==> config.mk <==
export PLATFORM = sky130hd
export DESIGN_NAME = dma_axi_mux
export DESIGN_NICKNAME = d
export VERILOG_FILES = /design/src/rtl/dma_axi_mux.sv
export SDC_FILE = /design/constraint.sdc
export NUM_CORES = 1
export LEC_CHECK = 0
export CAP_MARGIN = 20
export CORE_AREA = 2 2 269 271
export CTS_BUF_LIST = sky130_fd_sc_hd__clkbuf_16
export DETAILED_ROUTE_END_ITERATION = 10
export DIE_AREA = 0 0 271 273
export PLACE_DENSITY = 0.3
export SLEW_MARGIN = 20
export SYNTH_ARGS = -nofsm -noshare
export SYNTH_HDL_FRONTEND = slang
export SYNTH_SLANG_ARGS = --single-unit
==> constraint.sdc <==
create_clock -name clk -period 2.94 [get_ports clk]
set_clock_uncertainty 0.2 [all_clocks]
set_input_delay 0.588 -clock clk [delete_from_list [all_inputs] [get_ports clk]]
set_output_delay 0.588 -clock clk [all_outputs]
set_load 0.02 [all_outputs]
==> src/rtl/dma_axi_mux.sv <==
// dma_axi_mux: merges N_CH DMA AXI4 master ports onto one downstream AXI4 master.
// AW and AR are arbitrated independently, W follows AW-grant order through a
// small index FIFO, and B/R are steered back by the channel index carried in
// the upper ID bits.
// Optional build macro: DMA_MUX_QOS_EN (highest awqos/arqos wins, ties round-robin).

package dma_axi_pkg;
   localparam int AXI_TXN_ID_WIDTH = 6;
   localparam int AXI_ADDR_WIDTH   = 32;
   localparam int AXI_DATA_WIDTH   = 32;
   localparam int AXI_USER_WIDTH   = 4;

   typedef struct packed {
      logic [AXI_TXN_ID_WIDTH-1:0]   awid;
      logic [AXI_ADDR_WIDTH-1:0]     awaddr;
      logic [7:0]                    awlen;
      logic [2:0]                    awsize;
      logic [1:0]                    awburst;
      logic                          awlock;
      logic [3:0]                    awcache;
      logic [2:0]                    awprot;
      logic [3:0]                    awqos;
      logic                          awvalid;
      logic [AXI_DATA_WIDTH-1:0]     wdata;
      logic [AXI_DATA_WIDTH/8-1:0]   wstrb;
      logic                          wlast;
      logic [AXI_USER_WIDTH-1:0]     wuser;
      logic                          wvalid;
      logic                          bready;
      logic [AXI_TXN_ID_WIDTH-1:0]   arid;
      logic [AXI_ADDR_WIDTH-1:0]     araddr;
      logic [7:0]                    arlen;
      logic [2:0]                    arsize;
      logic [1:0]                    arburst;
      logic                          arlock;
      logic [3:0]                    arcache;
      logic [2:0]                    arprot;
      logic [3:0]                    arqos;
      logic                          arvalid;
      logic                          rready;
   } s_axi_mosi_t;

   typedef struct packed {
      logic                          awready;
      logic                          arready;
      logic                          wready;
      logic [AXI_TXN_ID_WIDTH-1:0]   bid;
      logic [1:0]                    bresp;
      logic                          bvalid;
      logic [AXI_TXN_ID_WIDTH-1:0]   rid;
      logic [AXI_DATA_WIDTH-1:0]     rdata;
      logic [1:0]                    rresp;
      logic                          rlast;
      logic [AXI_USER_WIDTH-1:0]     ruser;
      logic                          rvalid;
   } s_axi_miso_t;
endpackage

module dma_axi_mux
   import dma_axi_pkg::*;
#(
   parameter int N_CH          = 2,
   parameter int WR_FIFO_DEPTH = 4
) (
   input  logic        clk,
   input  logic        rst,
   input  s_axi_mosi_t ch_mosi_i [N_CH],
   output s_axi_miso_t ch_miso_o [N_CH],
   output s_axi_mosi_t m_mosi_o,
   input  s_axi_miso_t m_miso_i,
   output logic        err_o
);

   localparam int          CH_W   = (N_CH > 1) ? $clog2(N_CH) : 1;
   localparam int          PTR_W  = $clog2(WR_FIFO_DEPTH);
   localparam int          IDW    = AXI_TXN_ID_WIDTH;
   localparam int          LOW_W  = IDW - CH_W;
   localparam int unsigned NCH_U  = N_CH;
   localparam logic [CH_W:0]   N_CH_L   = (CH_W+1)'(N_CH);
   localparam logic [CH_W-1:0] LAST_RST = CH_W'(N_CH - 1);
   localparam logic [PTR_W:0]  FIFO_MAX = (PTR_W+1)'(WR_FIFO_DEPTH);

   localparam logic [0:0] IDLE  = 1'b0;
   localparam logic [0:0] GRANT = 1'b1;

   logic [0:0]            aw_state, ar_state;
   logic [CH_W-1:0]       aw_sel, ar_sel, last_aw, last_ar;
   logic [N_CH-1:0]       aw_req, ar_req;
   logic [N_CH-1:0][3:0]  aw_qos, ar_qos;
   logic [CH_W:0]         aw_pick, ar_pick;
   logic                  aw_hs, ar_hs;

   logic [CH_W-1:0]       fifo_mem [WR_FIFO_DEPTH];
   logic [PTR_W-1:0]      wr_ptr, rd_ptr;
   logic [PTR_W:0]        fifo_cnt;
   logic                  fifo_full, fifo_empty, push, pop;
   logic [CH_W-1:0]       w_head;

   logic [CH_W-1:0]       b_idx, r_idx;
   logic                  b_in, r_in;
   logic                  unused_id_bits;

   // Returns {found, index}; scans from last+1, a strictly higher QoS displaces
   // an earlier candidate so equal QoS (including all-zero) degrades to round-robin.
   function automatic logic [CH_W:0] pick(input logic [N_CH-1:0] req,
                                          input logic [N_CH-1:0][3:0] qos,
                                          input logic [CH_W-1:0] last);
      logic            found;
      logic [CH_W-1:0] idx;
      logic [3:0]      best;
      int unsigned     c;
      found = 1'b0;
      idx   = '0;
      best  = '0;
      for (int unsigned k = 1; k <= NCH_U; k++) begin
         c = (32'(last) + k) % NCH_U;
         if (req[c] && (!found || qos[c] > best)) begin
            found = 1'b1;
            idx   = CH_W'(c);
            best  = qos[c];
         end
      end
      return {found, idx};
   endfunction

   // Request/priority vectors and next-grant candidates for both arbiters
   always_comb begin
      aw_req = '0;
      ar_req = '0;
      aw_qos = '0;
      ar_qos = '0;
      for (int unsigned i = 0; i < NCH_U; i++) begin
         aw_req[i] = ch_mosi_i[i].awvalid;
         ar_req[i] = ch_mosi_i[i].arvalid;
`ifdef DMA_MUX_QOS_EN
         aw_qos[i] = ch_mosi_i[i].awqos;
         ar_qos[i] = ch_mosi_i[i].arqos;
`else
         aw_qos[i] = 4'h0;
         ar_qos[i] = 4'h0;
`endif
      end
      aw_pick = pick(aw_req, aw_qos, last_aw);
      ar_pick = pick(ar_req, ar_qos, last_ar);
   end

   assign aw_hs      = m_mosi_o.awvalid && m_miso_i.awready;
   assign ar_hs      = m_mosi_o.arvalid && m_miso_i.arready;
   assign fifo_full  = (fifo_cnt == FIFO_MAX);
   assign fifo_empty = (fifo_cnt == '0);
   assign push       = aw_hs;
   assign pop        = !fifo_empty && m_mosi_o.wvalid && m_miso_i.wready && m_mosi_o.wlast;
   assign w_head     = fifo_mem[rd_ptr];

   assign b_idx = (N_CH == 1) ? '0 : m_miso_i.bid[IDW-1 -: CH_W];
   assign r_idx = (N_CH == 1) ? '0 : m_miso_i.rid[IDW-1 -: CH_W];
   assign b_in  = (N_CH == 1) || ({1'b0, b_idx} < N_CH_L);
   assign r_in  = (N_CH == 1) || ({1'b0, r_idx} < N_CH_L);

   // AW arbiter: grant is held until the downstream handshake
   always_ff @(posedge clk) begin
      if (!rst) begin
         aw_state <= IDLE;
         aw_sel   <= '0;
         last_aw  <= LAST_RST;
      end else if (aw_state == IDLE) begin
         if (aw_pick[CH_W] && !fifo_full) begin
            aw_state <= GRANT;
            aw_sel   <= aw_pick[CH_W-1:0];
         end
      end else if (aw_hs) begin
         aw_state <= IDLE;
         last_aw  <= aw_sel;
      end
   end

   // AR arbiter: same as AW without the W-order FIFO condition
   always_ff @(posedge clk) begin
      if (!rst) begin
         ar_state <= IDLE;
         ar_sel   <= '0;
         last_ar  <= LAST_RST;
      end else if (ar_state == IDLE) begin
         if (ar_pick[CH_W]) begin
            ar_state <= GRANT;
            ar_sel   <= ar_pick[CH_W-1:0];
         end
      end else if (ar_hs) begin
         ar_state <= IDLE;
         last_ar  <= ar_sel;
      end
   end

   // W-order FIFO pointers and occupancy; push and pop together leave occupancy unchanged
   always_ff @(posedge clk) begin
      if (!rst) begin
         wr_ptr   <= '0;
         rd_ptr   <= '0;
         fifo_cnt <= '0;
      end else begin
         if (push) wr_ptr <= wr_ptr + 1'b1;
         if (pop)  rd_ptr <= rd_ptr + 1'b1;
         if (push && !pop)      fifo_cnt <= fifo_cnt + 1'b1;
         else if (pop && !push) fifo_cnt <= fifo_cnt - 1'b1;
      end
   end

   // W-order FIFO storage (contents are don't-care while empty)
   always_ff @(posedge clk) begin
      if (push) fifo_mem[wr_ptr] <= aw_sel;
   end

   // Sticky flag for responses whose channel index has no upstream port
   always_ff @(posedge clk) begin
      if (!rst)
         err_o <= 1'b0;
      else if ((m_miso_i.bvalid && !b_in) || (m_miso_i.rvalid && !r_in))
         err_o <= 1'b1;
   end

   // Request/response steering between channels and the merged port
   always_comb begin
      m_mosi_o       = '0;
      unused_id_bits = 1'b0;
      for (int unsigned i = 0; i < NCH_U; i++) begin
         ch_miso_o[i]       = '0;
         ch_miso_o[i].bid   = {{CH_W{1'b0}}, m_miso_i.bid[LOW_W-1:0]};
         ch_miso_o[i].bresp = m_miso_i.bresp;
         ch_miso_o[i].rid   = {{CH_W{1'b0}}, m_miso_i.rid[LOW_W-1:0]};
         ch_miso_o[i].rdata = m_miso_i.rdata;
         ch_miso_o[i].rresp = m_miso_i.rresp;
         ch_miso_o[i].rlast = m_miso_i.rlast;
         ch_miso_o[i].ruser = m_miso_i.ruser;
         unused_id_bits = unused_id_bits ^ (^ch_mosi_i[i].awid[IDW-1 -: CH_W])
                                         ^ (^ch_mosi_i[i].arid[IDW-1 -: CH_W]);
      end
      for (int unsigned i = 0; i < NCH_U; i++) begin
         if (aw_state == GRANT && CH_W'(i) == aw_sel) begin
            m_mosi_o.awid    = {aw_sel, ch_mosi_i[i].awid[LOW_W-1:0]};
            m_mosi_o.awaddr  = ch_mosi_i[i].awaddr;
            m_mosi_o.awlen   = ch_mosi_i[i].awlen;
            m_mosi_o.awsize  = ch_mosi_i[i].awsize;
            m_mosi_o.awburst = ch_mosi_i[i].awburst;
            m_mosi_o.awlock  = ch_mosi_i[i].awlock;
            m_mosi_o.awcache = ch_mosi_i[i].awcache;
            m_mosi_o.awprot  = ch_mosi_i[i].awprot;
            m_mosi_o.awqos   = ch_mosi_i[i].awqos;
            m_mosi_o.awvalid = ch_mosi_i[i].awvalid;
            ch_miso_o[i].awready = m_miso_i.awready;
         end
         if (ar_state == GRANT && CH_W'(i) == ar_sel) begin
            m_mosi_o.arid    = {ar_sel, ch_mosi_i[i].arid[LOW_W-1:0]};
            m_mosi_o.araddr  = ch_mosi_i[i].araddr;
            m_mosi_o.arlen   = ch_mosi_i[i].arlen;
            m_mosi_o.arsize  = ch_mosi_i[i].arsize;
            m_mosi_o.arburst = ch_mosi_i[i].arburst;
            m_mosi_o.arlock  = ch_mosi_i[i].arlock;
            m_mosi_o.arcache = ch_mosi_i[i].arcache;
            m_mosi_o.arprot  = ch_mosi_i[i].arprot;
            m_mosi_o.arqos   = ch_mosi_i[i].arqos;
            m_mosi_o.arvalid = ch_mosi_i[i].arvalid;
            ch_miso_o[i].arready = m_miso_i.arready;
         end
         if (!fifo_empty && CH_W'(i) == w_head) begin
            m_mosi_o.wdata  = ch_mosi_i[i].wdata;
            m_mosi_o.wstrb  = ch_mosi_i[i].wstrb;
            m_mosi_o.wlast  = ch_mosi_i[i].wlast;
            m_mosi_o.wuser  = ch_mosi_i[i].wuser;
            m_mosi_o.wvalid = ch_mosi_i[i].wvalid;
            ch_miso_o[i].wready = m_miso_i.wready;
         end
         if (b_in && CH_W'(i) == b_idx) begin
            ch_miso_o[i].bvalid = m_miso_i.bvalid;
            m_mosi_o.bready     = ch_mosi_i[i].bready;
         end
         if (r_in && CH_W'(i) == r_idx) begin
            ch_miso_o[i].rvalid = m_miso_i.rvalid;
            m_mosi_o.rready     = ch_mosi_i[i].rready;
         end
      end
      // Out-of-range responses are drained so the interconnect never stalls on them
      if (!b_in) m_mosi_o.bready = 1'b1;
      if (!r_in) m_mosi_o.rready = 1'b1;
   end

endmodule

# After elaboration in Yosys (flattened, before gate mapping)
# Memory sizes are Yosys's and may differ from the RTL's. A register that Yosys moved wholly into a read port is not among the register bits.
# Index checks and enable logic that the tools add are counted.
dict set report classes {
  addsub 8
  n_mul 0
  n_div 0
  order_cmp 6
  n_eq_ne 1
  shift 0
  n_mux 52
  n_bitwise 5
  reduce_logical 30
}
# operator count
set ops {}
lappend ops {{$mux 64} 4}
lappend ops {{$mux 42} 2}
lappend ops {{$mux 1} 36}
lappend ops {{$mux 4} 6}
lappend ops {{$logic_and 1x1->1} 16}
lappend ops {{$gt 4x4->1} 2}
lappend ops {{$lt 1x2->1 const B} 4}
lappend ops {{$reduce_and 2->1} 4}
lappend ops {{$logic_not 1->1} 6}
lappend ops {{$mux 3} 2}
lappend ops {{$not 1->1} 5}
lappend ops {{$add 1x1->1 const B} 4}
lappend ops {{$add 2x1->2 const B} 2}
lappend ops {{$mux 2} 2}
lappend ops {{$add 3x1->3 const B} 1}
lappend ops {{$eq 3x3->1 const B} 1}
lappend ops {{$logic_not 3->1} 1}
lappend ops {{$sub 3x1->3 const B} 1}
lappend ops {{$logic_or 1x1->1} 2}
lappend ops {{$reduce_bool 2->1} 1}
dict set report word_totals {
  regBits 13
  latchBits 0
  ram_bits 4
  rom_bits 0
  input_bits 404
  word_cells 112
  mem_count 1
}
# name depth word_bits rd rd_clocked_by_memory_dff write_ports line
set mem_list {}
lappend mem_list {fifo_mem 4 1 1 1 1 93} ;# logic [CH_W-1:0] fifo_mem [WR_FIFO_DEPTH];

# Longest topological paths before layout
# Gate-level depths: netlist of run 1.
dict set report depth {
  ltp_word 11
  ltp_mapped 10
  depth_no_buf 9
}

# Worst setup path before layout of run 1
# No wires, ideal clock.
dict set report synth_path {
  path_type {register to register}
  start {reg with a tool-made name}
  end {reg fifo_cnt[2]}
  setup_time_ps 76
  t_arrival_ps 2399
  required_time_ps 2664
  path_slack_ps 265
  stages_incl_launch_ff 11
  n_path_buf 1
  synth_period_minus_slack_ps 2675
  path_cell_list {dfxtp_1 mux4_2 buf_6 mux2i_2 nand3_2 ha_1 inv_1 fa_1 xor2_1 or3_1 a21boi_0}
}
# element line
set synth_lines {}
lappend synth_lines {{end signal, assigned} 203} ;# if (push && !pop) fifo_cnt <= fifo_cnt + 1'b1;
lappend synth_lines {{end signal, assigned} 204} ;# else if (pop && !push) fifo_cnt <= fifo_cnt - 1'b1;
lappend synth_lines {{end, declared} 95} ;# logic [PTR_W:0] fifo_cnt;

==> results of run 1 <==
==> final timing paths <==
kind / cells past startpoint / from / to
setup / recovery: 6 / fifo_mem[0] / m_mosi_o[73]
hold / removal: 2 / last_aw / last_aw
setup reg to reg: 10 / fifo_mem[0] / fifo_cnt[2]
hold reg to reg: 2 / last_aw / last_aw
==> final cells by class <==
class / count / area, µm² / share of cell area (%)
sequential: 19 / 430.4 / 4.086
tap: 950 / 1189 / 11.28
clock inverter: 1 / 5.005 / 0.04751
timing repair buffer: 559 / 5615 / 53.31
clock buffer: 3 / 75.07 / 0.7127
multi-input combinational: 463 / 3204 / 30.42
inverter: 4 / 15.01 / 0.1425
==> worst min-delay path, cell delays in order (launching register included) <==
cell and delay, ns:
dfxtp_1 0.32, mux2i_1 0.06, nand2_1 0.06
==> Yosys cell counts (all sizes together) <==
master | n | area share, %
or3 | 2 | 0.27
and3 | 4 | 0.55
fa | 1 | 0.44
a21oi | 44 | 4.8
xnor2 | 2 | 0.38
nand2b | 3 | 0.41
edfxtp | 4 | 2.6
a21boi | 4 | 0.65
nand2 | 94 | 7.7
conb | 1 | 0.082
xor2 | 1 | 0.19
o21a | 1 | 0.16
nand3b | 1 | 0.16
mux4 | 1 | 0.49
clkbuf | 32 | 2.6
o31ai | 1 | 0.16
inv | 4 | 0.33
nor2b | 129 | 18
nand4 | 1 | 0.14
nand3 | 2 | 0.33
ha | 5 | 1.4
and2 | 11 | 1.5
mux2 | 4 | 0.98
nor2 | 7 | 0.57
nor3 | 1 | 0.11
a31oi | 1 | 0.14
mux2i | 134 | 29
o21ai | 4 | 0.44
dfxtp | 15 | 6.5
buf | 120 | 19
==> power groups by stage <==
stage / clock (W) / combinational (W) / sequential, W
after floorplan: 0 / 0.00105 / 0.000301
after global placement: 0 / 0.00199 / 0.000331
after detailed placement: 0 / 0.00197 / 0.000331
after CTS: 0.000307 / 0.00193 / 0.000325
after global routing: 0.000311 / 0.00205 / 0.000331
final: 0.000290 / 0.00190 / 0.000324
==> cell families (layout without fill, tap and decap cells) <==
family                     after synthesis  in the layout  share of synthesized area [%]
buffers and inverters                  156            567                          21.97
other                                    1              5                        0.08169
xor gates and xnor gates                 3              3                         0.5725
muxes                                  139            139                          30.77
AOI/OAI and AO/OA                       55             55                          6.351
and+or+nand+nor                        255            255                          29.30
adders and majority gates                6              6                          1.799
DFF                                     19             19                          9.158
==> through the flow <==
step | power, W | setup WS, ns | cell area (µm²) | utilization, %
3_5_place_dp | 0.002304 | -0.1555 | 10410 | 14.66
4_1_cts | 0.002566 | 0.02549 | 10470 | 14.75
6_report | 0.002514 | 0.09458 | 10530 | 14.84
2_1_floorplan | 0.001353 | 0.2655 | 4606 | -
3_3_place_gp | 0.002317 | -0.2178 | 10410 | 14.66
5_1_grt | 0.002694 | -0.002787 | 10530 | 14.84
==> per-layer routing <==
metal / part of all wire [%] / track usage [%] / vias up
li1: - / - / 2794
met1: 36 / 6.855 / 2481
met2: 52 / 12.73 / 324
met3: 10 / 2.750 / 27
met4: 1.4 / 1.076 / 2
met5: 0.049 / 0 / -
==> what timing repair did <==
item	CTS	global route
setup endpoints to repair	43	2
gates cloned	0	0
buffers inserted	0	5
hold buffers	0	0
gates resized for setup	49	16
==> results.json, run 1 <==
{
  "max_clock_freq_mhz": 351.4,
  "via_per_inst": 2.815,
  "crit_chain": "mux4_2 -> buf_4 -> buf_12 -> nand2_1 -> a21oi_1 -> dlygate4sd2_1",
  "final_max_slew_viol_count": 0,
  "die_x_um": 271,
  "period_minus_slack_ns": 2.845,
  "place_inst": 1990,
  "dr.pass1.iters": 4,
  "ys_types": 36,
  "p_sw_share_pct": 39.72,
  "power.leakage_nw": 3.698,
  "syn_inst": 634,
  "place_hpwl_mm": 22.37,
  "layoutNonFillerInstCount": 1999,
  "grt_pass1_wl_mm": 38.10,
  "fin_nets": 1460,
  "finalSetupTns_ns": 0,
  "gp_routability_congestion": 0.7491,
  "setup_viol": 0,
  "slowest_stage": "mux4_2",
  "gr-usage-all-layers_pct": 6.672,
  "antenna_cells": 0,
  "arrival_ns": 2.06,
  "overflow": 0,
  "ant_nets": 0,
  "worstMarginPinSlew_ns": 0.5998,
  "ios": 693,
  "ys_warn_count": 0,
  "initial_core_util_pct": 6.466,
  "cp.required_ns": 2.15,
  "synth-seq-cells": 19,
  "r2r_slack_ns": 0.13,
  "syn_to_final_growth_pct": 129.5,
  "final_common_cell": "clkdlybuf4s50_1",
  "syn_area_um2": 4591,
  "slew_headroom_pct": 59.89,
  "wl_per_cell_um": 13.21,
  "worstSetupPathType": "register to output port",
  "routed_wl_mm": 26.41,
  "cts_buffer_depth": 2,
  "htreeDepth": 1,
  "core_area_um2": 71000,
  "die_h_um": 273,
  "clockRootBuffer": "clkbuf_16",
  "yosysSeqAreaShare_pct": 9.158,
  "drcViolationCount": 0,
  "holdWs_ns": 0.2713,
  "cap_violations": 0,
  "outcome": "complete, no violations",
  "cts_buffers": 3,
  "end_kind": "output port",
  "cp_max_fo": 43,
  "synth_area_per_cell_um2": 7.241,
  "fillerInstances": 8075,
  "max_stage_delay_ns": 0.55,
  "power_density_nw_per_um2": 238.7,
  "min_path_type": "register to register",
  "clock_power_share_pct": 11.5,
  "cts_sinks": 19,
  "first_global_vias": 5998,
  "clock_latency_ns": 0.25,
  "vias": 5628,
  "grt_max_degree": 72,
  "drt_first_iter_violations": 94,
  "die_area_um2": 73980,
  "intPower_w": 0.001516,
  "combPwrFrac_pct": 75.6,
  "crit_path_start_kind": "register",
  "clk_pin_slew_worst_paths_ns": 0.06,
  "antenna_found_initial": 2,
  "vdd_drop_max_uv": 159.5,
  "cts_tree": "done",
  "drive_gt1_share_pct": 4.576,
  "mostFrequentLayoutCells": "clkdlybuf4s50_1 (486), mux2i_1 (133), nor2b_1 (129), nand2_1 (94), a21oi_1 (44)",
  "hold_viol": 0,
  "crit_buf_inv": 3,
  "portBuffers": 530,
  "switchingPower_w": 0.0009985,
  "fin_crit_sh_pct": 96.78,
  "row_count": 98,
  "cp_top_family": "buffers and inverters",
  "pwr-share-seq_pct": 12.9
}
(Power assumes the default switching activity.)
==> run 2, diff against run 1 <==
--- a/config.mk
+++ b/config.mk
@@ -6,11 +6,14 @@
 export NUM_CORES = 1
 export LEC_CHECK = 0
 export CAP_MARGIN = 20
-export CORE_AREA = 2 2 269 271
+export CELL_PAD_IN_SITES_DETAIL_PLACEMENT = 2
+export CELL_PAD_IN_SITES_GLOBAL_PLACEMENT = 2
+export CORE_AREA = 2 2 267 269
 export CTS_BUF_LIST = sky130_fd_sc_hd__clkbuf_16
 export DETAILED_ROUTE_END_ITERATION = 10
-export DIE_AREA = 0 0 271 273
-export PLACE_DENSITY = 0.3
+export DIE_AREA = 0 0 269 271
+export HOLD_SLACK_MARGIN = 0.05
+export PLACE_DENSITY = 0.57
 export SLEW_MARGIN = 20
 export SYNTH_ARGS = -nofsm -noshare
 export SYNTH_HDL_FRONTEND = slang
==> constraint.sdc (replaced) <==
create_clock -name clk -period 3.4 [get_ports clk]
set_clock_uncertainty 0.2 [all_clocks]
set_input_delay 0.68 -clock clk [delete_from_list [all_inputs] [get_ports clk]]
set_output_delay 0.68 -clock clk [all_outputs]
set_load 0.02 [all_outputs]
==> run 2 against run 1 <==
Against the previous run:
- sequential share of layout area grew 0.051 points
- highest routed layer unchanged
- critical path type unchanged
- sequential power shrank 16%
- count of clock-buffer cells in the layout is the same
==> results.json, run 2 (synthesis results as in run 1) <==
{
  "outcome": "complete, no violations",
  "core_area_um2": 69790,
  "mostFrequentLayoutCells": "clkdlybuf4s50_1 (530), mux2i_1 (133), nor2b_1 (129), nand2_1 (94), a21oi_1 (44)",
  "hold_viol": 0,
  "first_global_vias": 6477,
  "power_density_nw_per_um2": 214.1,
  "portBuffers": 530,
  "drive_gt1_share_pct": 2.901,
  "power.leakage_nw": 3.458,
  "cp_top_family": "buffers and inverters",
  "final_common_cell": "clkdlybuf4s50_1",
  "dr.pass1.iters": 4,
  "fillerInstances": 8166,
  "clockRootBuffer": "clkbuf_16",
  "via_per_inst": 2.965,
  "place_hpwl_mm": 24.06,
  "rsz0062_at_grt": "no",
  "die_area_um2": 72900,
  "die_h_um": 271,
  "cts_buffer_depth": 2,
  "row_count": 97,
  "holdWs_ns": 0.3065,
  "crit_path_start_kind": "register",
  "crit_chain": "mux2i_1 -> mux2_2 -> buf_12 -> nand2_1 -> a21oi_1 -> clkdlybuf4s50_1",
  "grt_pass1_wl_mm": 39.54,
  "r2r_slack_ns": 0.41,
  "period_minus_slack_ns": 3.280,
  "finalSetupTns_ns": 0,
  "ios": 693,
  "gr-usage-all-layers_pct": 7.045,
  "worstMarginPinSlew_ns": 0.6358,
  "drcViolationCount": 0,
  "drt_first_iter_violations": 104,
  "antenna_found_initial": 1,
  "cts_hold_buf": 0,
  "overflow": 0,
  "end_kind": "output port",
  "cp.required_ns": 2.52,
  "routed_wl_mm": 27.95,
  "fin_crit_sh_pct": 96.46,
  "cts_tree": "done",
  "grt_max_degree": 69,
  "cp_max_fo": 43,
  "htreeDepth": 1,
  "gp_routability_congestion": 0.7244,
  "vdd_drop_max_uv": 200.9,
  "syn_to_final_growth_pct": 126.6,
  "slew_headroom_pct": 57.48,
  "vias": 5852,
  "clock_latency_ns": 0.26,
  "final_util_pct": 14.91,
  "die_x_um": 269,
  "wl_per_cell_um": 14.16,
  "worstSetupPathType": "register to output port",
  "regArea_um2": 430.4,
  "setup_viol": 0,
  "ant_nets": 0,
  "max_stage_delay_ns": 0.67,
  "clk_pin_slew_worst_paths_ns": 0.07,
  "multi_input_area_um2": 3182,
  "fin_nets": 1445,
  "cap_violations": 0,
  "max_clock_freq_mhz": 304.9,
  "cts_buffers": 3,
  "finalPower_w": 0.002228,
  "slowest_stage": "clkdlybuf4s50_1",
  "antenna_cells": 0,
  "initial_core_util_pct": 6.578,
  "crit_buf_inv": 2,
  "final_max_slew_viol_count": 0,
  "min_path_type": "register to register",
  "cts_sinks": 19,
  "arrival_ns": 2.40
}
run 2: cell types whose count changed in the layout (fill, tap and decap cells not counted), moves of 2 or more:
cell	delta
dlygate4sd2_1	-29
buf_12	-2
buf_4	-14
clkdlybuf4s15_1	-13
clkdlybuf4s50_1	+44
run 2: tightest hold or removal path, stage by stage, from the launching register on:
cell and delay [ns]:
dfxtp_1 0.34, mux2i_1 0.08, nand2_1 0.06
run 2: layout make-up:
class                   count  area share (%)
clock inverters             1         0.07216
clock buffers               3          0.7216
multi-input cells         463           30.58
well taps                 940           11.30
flip-flops and latches     19           4.137
repair buffers            544           53.04
inverters                   4          0.1443
run 2: path summary, 6_finish.rpt:
| check | start | endpoint | cells past startpoint |
|---|---|---|---|
| setup / recovery | register | m_mosi_o[95] | 6 |
| setup reg to reg | fifo_mem[3] | fifo_cnt[2] | 10 |
| hold / removal | last_aw | last_aw | 2 |
| hold reg to reg | last_aw | last_aw | 2 |
run 2: repair_timing:
action	CTS	global route
gates cloned	0	0
buffers inserted	0	0
endpoints found under the setup margin	2	1
resized for setup	1	2
run 2: through the flow:
stage	instances	cell area, µm²	setup WS [ns]
floorplan	638	4606	0.7255
global placement	1970	10310	-0.1081
detailed placement	1970	10310	-0.07986
CTS	1974	10400	0.03417
global route	1974	10400	0.02079
finish	1974	10400	0.1203
run 2: power by group:
part           internal [W]  switching [W]  total (W)
sequential         0.000245      0.0000278   0.000273
combinational      0.000938       0.000761    0.00170
clock              0.000159      0.0000975   0.000257
run 2: layer usage:
layer,routed length (µm),vias up,track usage [%]
met4,373,2,1.096
met5,13,-,0
met3,3263,26,2.831
met1,10120,2681,7.342
li1,-,2766,-
met2,14180,377,13.29
